$ cat src/rtl/bytecode_ctrl.sv
// rtl/bytecode_ctrl.sv - JVM integer bytecode control unit with eval-stack depth tracking
//
// Decodes one bytecode per op_valid/op_ready handshake and sequences eval-stack
// pops/pushes and LVA reads/writes over req/ack interfaces, then reports the PC
// delta for the fetch stage.
//
// Ports:
//   clk, rst                    clock, asynchronous active-high reset
//   op_valid/op_ready           instruction handshake (ready only in IDLE)
//   op_code, arg1, arg2         bytecode and operand bytes, latched at accept
//   stk_push/stk_pop            stack requests, held until stk_ack
//   stk_wdata/stk_rdata         push data / pop data (valid with stk_ack)
//   lva_read/lva_write          LVA requests, held until lva_ack
//   lva_index/lva_wdata/lva_rdata  LVA slot, write data, read data
//   op_done                     one-cycle completion pulse
//   offset, branch_taken        signed PC delta and branch flag, valid with op_done
//   illegal, stk_err            undecoded opcode / stack over-underflow, with op_done
//   depth                       current stack occupancy
module bytecode_ctrl #(
    parameter int DATA_W      = 32,
    parameter int LVA_IDX_W   = 8,
    parameter int STACK_DEPTH = 64,
    parameter int OFFSET_W    = 16,
    localparam int DEPTH_W    = $clog2(STACK_DEPTH + 1)
) (
    input  logic                 clk,
    input  logic                 rst,
    input  logic                 op_valid,
    output logic                 op_ready,
    input  logic [7:0]           op_code,
    input  logic [7:0]           arg1,
    input  logic [7:0]           arg2,
    output logic                 stk_push,
    output logic                 stk_pop,
    output logic [DATA_W-1:0]    stk_wdata,
    input  logic [DATA_W-1:0]    stk_rdata,
    input  logic                 stk_ack,
    output logic                 lva_read,
    output logic                 lva_write,
    output logic [LVA_IDX_W-1:0] lva_index,
    output logic [DATA_W-1:0]    lva_wdata,
    input  logic [DATA_W-1:0]    lva_rdata,
    input  logic                 lva_ack,
    output logic                 op_done,
    output logic [OFFSET_W-1:0]  offset,
    output logic                 branch_taken,
    output logic                 illegal,
    output logic                 stk_err,
    output logic [DEPTH_W-1:0]   depth
);

    localparam logic [2:0] S_IDLE   = 3'd0;
    localparam logic [2:0] S_POP_B  = 3'd1;
    localparam logic [2:0] S_POP_A  = 3'd2;
    localparam logic [2:0] S_LVA_RD = 3'd3;
    localparam logic [2:0] S_LVA_WR = 3'd4;
    localparam logic [2:0] S_PUSH   = 3'd5;
    localparam logic [2:0] S_DONE   = 3'd6;

    // Instruction classes: each class has a fixed transaction sequence.
    localparam logic [3:0] C_NOP    = 4'd0;
    localparam logic [3:0] C_CONST  = 4'd1;
    localparam logic [3:0] C_ILOAD  = 4'd2;
    localparam logic [3:0] C_ISTORE = 4'd3;
    localparam logic [3:0] C_POP    = 4'd4;
    localparam logic [3:0] C_ALU    = 4'd5;
    localparam logic [3:0] C_GOTO   = 4'd6;
    localparam logic [3:0] C_IF     = 4'd7;
    localparam logic [3:0] C_ILL    = 4'd8;

    function automatic logic [3:0] classify(input logic [7:0] op);
        case (op) inside
            8'h00:                              return C_NOP;
            [8'h02:8'h08], 8'h10, 8'h11:        return C_CONST;
            8'h15, [8'h1A:8'h1D]:               return C_ILOAD;
            8'h36, [8'h3B:8'h3E]:               return C_ISTORE;
            8'h57:                              return C_POP;
            8'h60, 8'h64, 8'h7E, 8'h80, 8'h82:  return C_ALU;
            8'hA7:                              return C_GOTO;
            8'h99, 8'h9A:                       return C_IF;
            default:                            return C_ILL;
        endcase
    endfunction

    logic [2:0]           state;
    logic [3:0]           cls_q;
    logic [7:0]           op_q, arg1_q, arg2_q;
    logic [LVA_IDX_W-1:0] idx_q;
    logic [DATA_W-1:0]    a_q, b_q, lva_q;
    logic                 err_q;
    logic [DEPTH_W-1:0]   depth_q;

    // Accept-time decode and depth check on the incoming opcode.
    logic [3:0]         cls_in;
    logic [1:0]         pops_in;
    logic               push_in;
    logic [7:0]         idx8_in;
    logic [DEPTH_W:0]   d_ext, n_pop, n_push, d_after;
    logic               stk_bad_in;

    always_comb begin
        cls_in  = classify(op_code);
        pops_in = 2'd0;
        push_in = 1'b0;
        case (cls_in)
            C_ISTORE, C_POP, C_IF: pops_in = 2'd1;
            C_ALU:                 pops_in = 2'd2;
            default:               pops_in = 2'd0;
        endcase
        push_in = (cls_in == C_CONST) || (cls_in == C_ILOAD) || (cls_in == C_ALU);
        if (op_code == 8'h15 || op_code == 8'h36)
            idx8_in = arg1;
        else if (cls_in == C_ILOAD)
            idx8_in = op_code - 8'h1A;
        else
            idx8_in = op_code - 8'h3B;
        d_ext   = {1'b0, depth_q};
        n_pop   = (DEPTH_W+1)'(pops_in);
        n_push  = (DEPTH_W+1)'(push_in);
        d_after = d_ext - n_pop + n_push;
        // d_after may wrap on underflow, but the first term already flags that case.
        stk_bad_in = (n_pop > d_ext) || (d_after > (DEPTH_W+1)'(STACK_DEPTH));
    end

    always_ff @(posedge clk or posedge rst) begin
        if (rst) begin
            state   <= S_IDLE;
            cls_q   <= C_NOP;
            op_q    <= '0;
            arg1_q  <= '0;
            arg2_q  <= '0;
            idx_q   <= '0;
            a_q     <= '0;
            b_q     <= '0;
            lva_q   <= '0;
            err_q   <= 1'b0;
            depth_q <= '0;
        end else begin
            case (state)
                S_IDLE: if (op_valid) begin
                    cls_q  <= cls_in;
                    op_q   <= op_code;
                    arg1_q <= arg1;
                    arg2_q <= arg2;
                    idx_q  <= LVA_IDX_W'(idx8_in);
                    err_q  <= stk_bad_in;
                    if (stk_bad_in)
                        state <= S_DONE;
                    else begin
                        case (cls_in)
                            C_CONST: state <= S_PUSH;
                            C_ILOAD: state <= S_LVA_RD;
                            C_ISTORE, C_POP, C_ALU, C_IF: state <= S_POP_B;
                            default: state <= S_DONE;
                        endcase
                    end
                end
                S_POP_B: if (stk_ack) begin
                    b_q     <= stk_rdata;
                    depth_q <= depth_q - DEPTH_W'(1);
                    if (cls_q == C_ALU)
                        state <= S_POP_A;
                    else if (cls_q == C_ISTORE)
                        state <= S_LVA_WR;
                    else
                        state <= S_DONE;
                end
                S_POP_A: if (stk_ack) begin
                    a_q     <= stk_rdata;
                    depth_q <= depth_q - DEPTH_W'(1);
                    state   <= S_PUSH;
                end
                S_LVA_RD: if (lva_ack) begin
                    lva_q <= lva_rdata;
                    state <= S_PUSH;
                end
                S_LVA_WR: if (lva_ack) state <= S_DONE;
                S_PUSH: if (stk_ack) begin
                    depth_q <= depth_q + DEPTH_W'(1);
                    state   <= S_DONE;
                end
                default: state <= S_IDLE;
            endcase
        end
    end

    // Datapath values derived from latched instruction and operands.
    logic [7:0]          k8;
    logic [15:0]         imm16;
    logic [DATA_W-1:0]   push_val;
    logic                taken;
    logic [OFFSET_W-1:0] off_val;

    always_comb begin
        k8       = op_q - 8'd3;
        imm16    = {arg1_q, arg2_q};
        push_val = '0;
        case (cls_q)
            C_CONST: begin
                if (op_q == 8'h10)
                    push_val = DATA_W'($signed(arg1_q));
                else if (op_q == 8'h11)
                    push_val = DATA_W'($signed(imm16));
                else
                    push_val = DATA_W'($signed(k8));
            end
            C_ILOAD: push_val = lva_q;
            C_ALU: begin
                case (op_q)
                    8'h60:   push_val = a_q + b_q;
                    8'h64:   push_val = a_q - b_q;
                    8'h7E:   push_val = a_q & b_q;
                    8'h80:   push_val = a_q | b_q;
                    default: push_val = a_q ^ b_q;
                endcase
            end
            default: push_val = '0;
        endcase

        taken = 1'b0;
        if (!err_q) begin
            if (cls_q == C_GOTO)
                taken = 1'b1;
            else if (cls_q == C_IF)
                taken = (op_q == 8'h99) ? (b_q == '0) : (b_q != '0);
        end

        off_val = OFFSET_W'(1);
        if (!err_q) begin
            if (taken)
                off_val = OFFSET_W'($signed(imm16));
            else if (cls_q == C_IF || op_q == 8'h11)
                off_val = OFFSET_W'(3);
            else if (op_q == 8'h10 || op_q == 8'h15 || op_q == 8'h36)
                off_val = OFFSET_W'(2);
        end
    end

    // Outputs decode from state so reset clears them without waiting for a clock.
    assign op_ready     = (state == S_IDLE);
    assign stk_pop      = (state == S_POP_B) || (state == S_POP_A);
    assign stk_push     = (state == S_PUSH);
    assign stk_wdata    = stk_push ? push_val : '0;
    assign lva_read     = (state == S_LVA_RD);
    assign lva_write    = (state == S_LVA_WR);
    assign lva_index    = (lva_read || lva_write) ? idx_q : '0;
    assign lva_wdata    = lva_write ? b_q : '0;
    assign op_done      = (state == S_DONE);
    assign offset       = op_done ? off_val : '0;
    assign branch_taken = op_done && taken;
    assign illegal      = op_done && !err_q && (cls_q == C_ILL);
    assign stk_err      = op_done && err_q;
    assign depth        = depth_q;

endmodule

$ cat config.mk
export PLATFORM = sky130hd
export DESIGN_NAME = bytecode_ctrl
export DESIGN_NICKNAME = d
export VERILOG_FILES = /design/src/rtl/bytecode_ctrl.sv
export SDC_FILE = /design/constraint.sdc
export NUM_CORES = 1
export LEC_CHECK = 0
export CORE_ASPECT_RATIO = 1.2
export CORE_MARGIN = 5
export CORE_UTILIZATION = 59
export CTS_CLUSTER_SIZE = 40
export DETAILED_ROUTE_END_ITERATION = 10
export GPL_TIMING_DRIVEN = 0
export PLACE_DENSITY = 0.91
export SLEW_MARGIN = 20
export SYNTH_ARGS = -nofsm -noshare
export SYNTH_HDL_FRONTEND = slang
export SYNTH_SLANG_ARGS = --single-unit
$ cat constraint.sdc
create_clock -name clk -period 11.15 [get_ports clk]
set_clock_uncertainty 0.2 [all_clocks]
set_input_delay 2.23 -clock clk [delete_from_list [all_inputs] [get_ports clk]]
set_output_delay 2.23 -clock clk [all_outputs]
set_load 0.005 [all_outputs]
==> impl_metrics.ini <==
[run_status]
outcome = finished clean

[worst_setup_path]
critPathMaxFanout = 10
crit_chain = inv_1 > ha_1 > nand4b_1 > nor3_1 > clkbuf_1 > nand2_1 > clkbuf_1 > o21ai_0 > inv_1 > ha_1 > nor2b_1 > o2111ai_1 > a21oi_1 > o31ai_1 > o21ai_0 > a31oi_1 > o21a_1 > nor2_1 > o21ai_0 > clkdlybuf4s50_1
r2r-end = depth[6]
cp-end-kind = primary output
critPathLaunchType = register
cp_slowest_cell = o31ai_1
cpLargestDelayFamily = compound AO/OA/AOI/OAI gates
crit_start = op_q[0]
critPathBufInv = 5
arrival_ns = 7.19
crit_path_frequent_cell = o21ai_0
slowest_delay_ns = 0.78
r2r_slack_ns = 7.47
r2r-start = state[0]
r2r_cells = 13
crit_required_ns = 8.72
crit_type = reg2out

[grt]
grt_antenna_before_repair = 2
grt_use_total_pct = 35.7
grt_max_degree = 97
overflow = 0
grt_pass1_vias = 12292
grt_first_pass_wirelength_mm = 65.3

[synthesis]
ys_warn_count = 0
ys_ff_latch = 143
synth_nets = 1665
avgSynthCellArea_um2 = 8.26
synthesis.instances = 1441
ys.flop_type = dfrtp_1
syn_area_mm2 = 0.0119
synth_enable_flop_cells = 0
ys_types = 66
yosysSeqAreaShare_pct = 30.1
synthArstFlopShare_pct = 100

[timing]
finalHoldWorstSlack_ns = 0.290
hold_viol_final = 0
relSlewSlack_pct = 24.5
setup_viol = 0
clock.fmax_mhz = 104
tns_ns = 0
slew_viol_final = 0
layout_setup_ws_ns = 1.53
fin_crit_ns = 9.62
worstMarginPinSlew_ns = 1.12
finalCritPeriodShare_pct = 86.3
rsz0062_at_grt = no

[detailed_routing]
wire_per_inst_um = 21.7
num_vias = 12422
detail_route.wirelength_mm = 42.0
drt_iter0_drc = 1377
viasPerCell = 6.43
drt_drc_violations_left = 0
dr.pass1.iters = 7
route.antenna.remaining_nets = 0

[floorplan]
ios = 197
placementRows = 57
die_w_um = 140
die_h_um = 166
die_area_mm2 = 0.0231
start_util_pct = 59.4
core-area_mm2 = 0.0200

[placement]
dp.cells = 1900
pre_cts_slack_ns = 2.34
post-dp-hpwl_mm = 31.3
post_dp_cell_area_mm2 = 0.0142
routabilityCongestion = 0.984
place.port_buffers = 193

[cells_and_area]
drive_above_1_share_pct = 6.60
final_core_util_pct = 74.0
area_growth_pct = 24.6
n_antenna_cell = 0
layout.cells.non_filler = 1932
num-fill-cells = 1418
final_nets = 1878
final_area_mm2 = 0.0148

[cts]
hold_buffers = 0
clk_pin_slew_worst_paths_ns = 0.07
clockBufferDepth = 2
htreeDepth = 4
clockRootBuffer = clkbuf_16
numCtsBuffers = 17
cts_resized = 0
cts_tree = yes
postCtsSetupRepairBufs = 0
clock_latency_ns = 0.45
cts_sinks = 143

[power_and_ir_drop]
powerDensity_mw_per_mm2 = 290
p_int_mw = 2.23
p_comb_share_pct = 61.8
p_sw_mw = 2.07
finalPower_mw = 4.30
power_frac_seq_pct = 24.3
leakage_nw = 6.30
power_switching_share_pct = 48.2
clkPwrFrac_pct = 13.9
peakVddDrop_v = 0.000146

[worst_hold_path]
min_from = idx_q[7]
hp-class = reg2reg
hold_depth = 2
hold_end = idx_q[7]

[job]
maxCapViolCount = 0
==> area by class of cell <==
class,count,area (um^2),area share [%]
multi-input cells,1118,7640,51.5
clock inverters,15,196,1.32
repair buffers,194,1960,13.2
clock buffers,17,425,2.87
flip-flops and latches,143,3580,24.1
inverters,99,379,2.56
plain buffers,81,315,2.13
well taps,265,332,2.24
==> worst max path at each step <==
stage / end / slack [ns] / depth (start not counted)
floorplan: stk_wdata[29] / 4.64 / 19
global route: stk_wdata[31] / 1.20 / 20
finish: stk_wdata[31] / 1.53 / 20
CTS: stk_wdata[31] / 1.84 / 20
detailed placement: stk_wdata[31] / 2.34 / 20
global placement: stk_wdata[31] / 2.41 / 20
==> per-layer routing <==
metal | up-vias | wire (um) | GRT usage (%)
li1 | 5536 | - | -
met1 | 5888 | 15300 | 42.1
met2 | 780 | 20000 | 60.8
met3 | 214 | 3850 | 6.91
met4 | 4 | 2850 | 21.3
met5 | - | 31 | 0
==> registers in the layout, summed over array words and instances, names as in the netlist <==
| name | flops |
|---|---|
| a_q | 32 |
| arg1_q | 8 |
| arg2_q | 8 |
| b_q | 32 |
| cls_q | 4 |
| depth | 7 |
| err_q | 1 |
| idx_q | 8 |
| lva_q | 32 |
| op_q | 8 |
| state | 3 |
==> placed cells by master (no fill, tap or decap), drive strengths merged, types with 25 or more instances in the layout <==
| master | instances |
|---|---|
| a21oi | 91 |
| a221oi | 25 |
| and2 | 32 |
| clkbuf | 78 |
| clkdlybuf4s50 | 193 |
| dfrtp | 143 |
| ha | 128 |
| inv | 104 |
| mux2 | 58 |
| nand2 | 167 |
| nor2 | 95 |
| nor3 | 56 |
| o21ai | 150 |
| xnor2 | 66 |
==> cell usage after synthesis (4+ instances only) <==
cell type	number	area share (%)
a21o_1	16	1.0
dfrtp_1	143	30
buf_2	9	0.38
ha_1	128	13
mux2_2	58	5.5
nor3_1	55	2.3
nand3_1	18	0.76
a221o_1	11	0.93
mux2i_1	4	0.34
xnor2_1	66	4.9
o2111ai_1	7	0.52
o41ai_1	4	0.29
a31oi_1	18	0.95
o31ai_1	6	0.38
nand4_1	8	0.42
xor2_1	17	1.3
nand2_1	167	5.3
and2_1	32	1.7
inv_1	99	3.1
a211oi_1	11	0.69
o211ai_1	12	0.76
a21oi_1	90	3.8
o21bai_1	4	0.25
nand4b_1	5	0.37
nor4_1	10	0.53
a21boi_0	5	0.32
o21ai_0	149	6.3
buf_1	11	0.35
a221oi_1	25	1.8
clkbuf_1	61	1.9
nor3b_1	4	0.25
o22ai_1	19	1.0
nor2_1	94	3.0
o21a_1	6	0.38
nor2b_1	11	0.58
nand2b_1	13	0.68
==> kinds of logic (layout without fill, tap and decap cells) <==
family          Yosys count  after routing  share of synthesized area [%]
flops                   143            143                           30.1
simple gates            435            435                           17.1
mux                      62             62                           5.82
fa+ha+maj               131            131                           14.0
compound gates          407            407                           21.2
xor+xnor                 83             83                           6.11
buf+inv                 180            406                           5.77
==> worst register-to-register path: stages, from the launching register on <==
cell and delay, ns:
dfrtp_1 0.32, clkbuf_1 0.33, nor2b_1 0.28, nand2_1 0.31, clkbuf_1 0.49, fa_1 0.58
a21oi_1 0.18, nor2_1 0.05, nor2_1 0.17, o21bai_1 0.10, a21oi_1 0.18, xnor2_1 0.15
nor2_1 0.07, xnor2_1 0.14
==> power by group through the flow <==
stage               clock network (mW)  registers (mW)  logic (mW)
global placement                     0            1.02        2.48
finish                           0.597            1.05        2.66
global route                     0.613            1.07        2.92
detailed placement                   0            1.03        2.55
CTS                              0.588            1.03        2.60
floorplan                            0           0.946        1.87
Note: power is estimated with default switching activity, not from simulation.
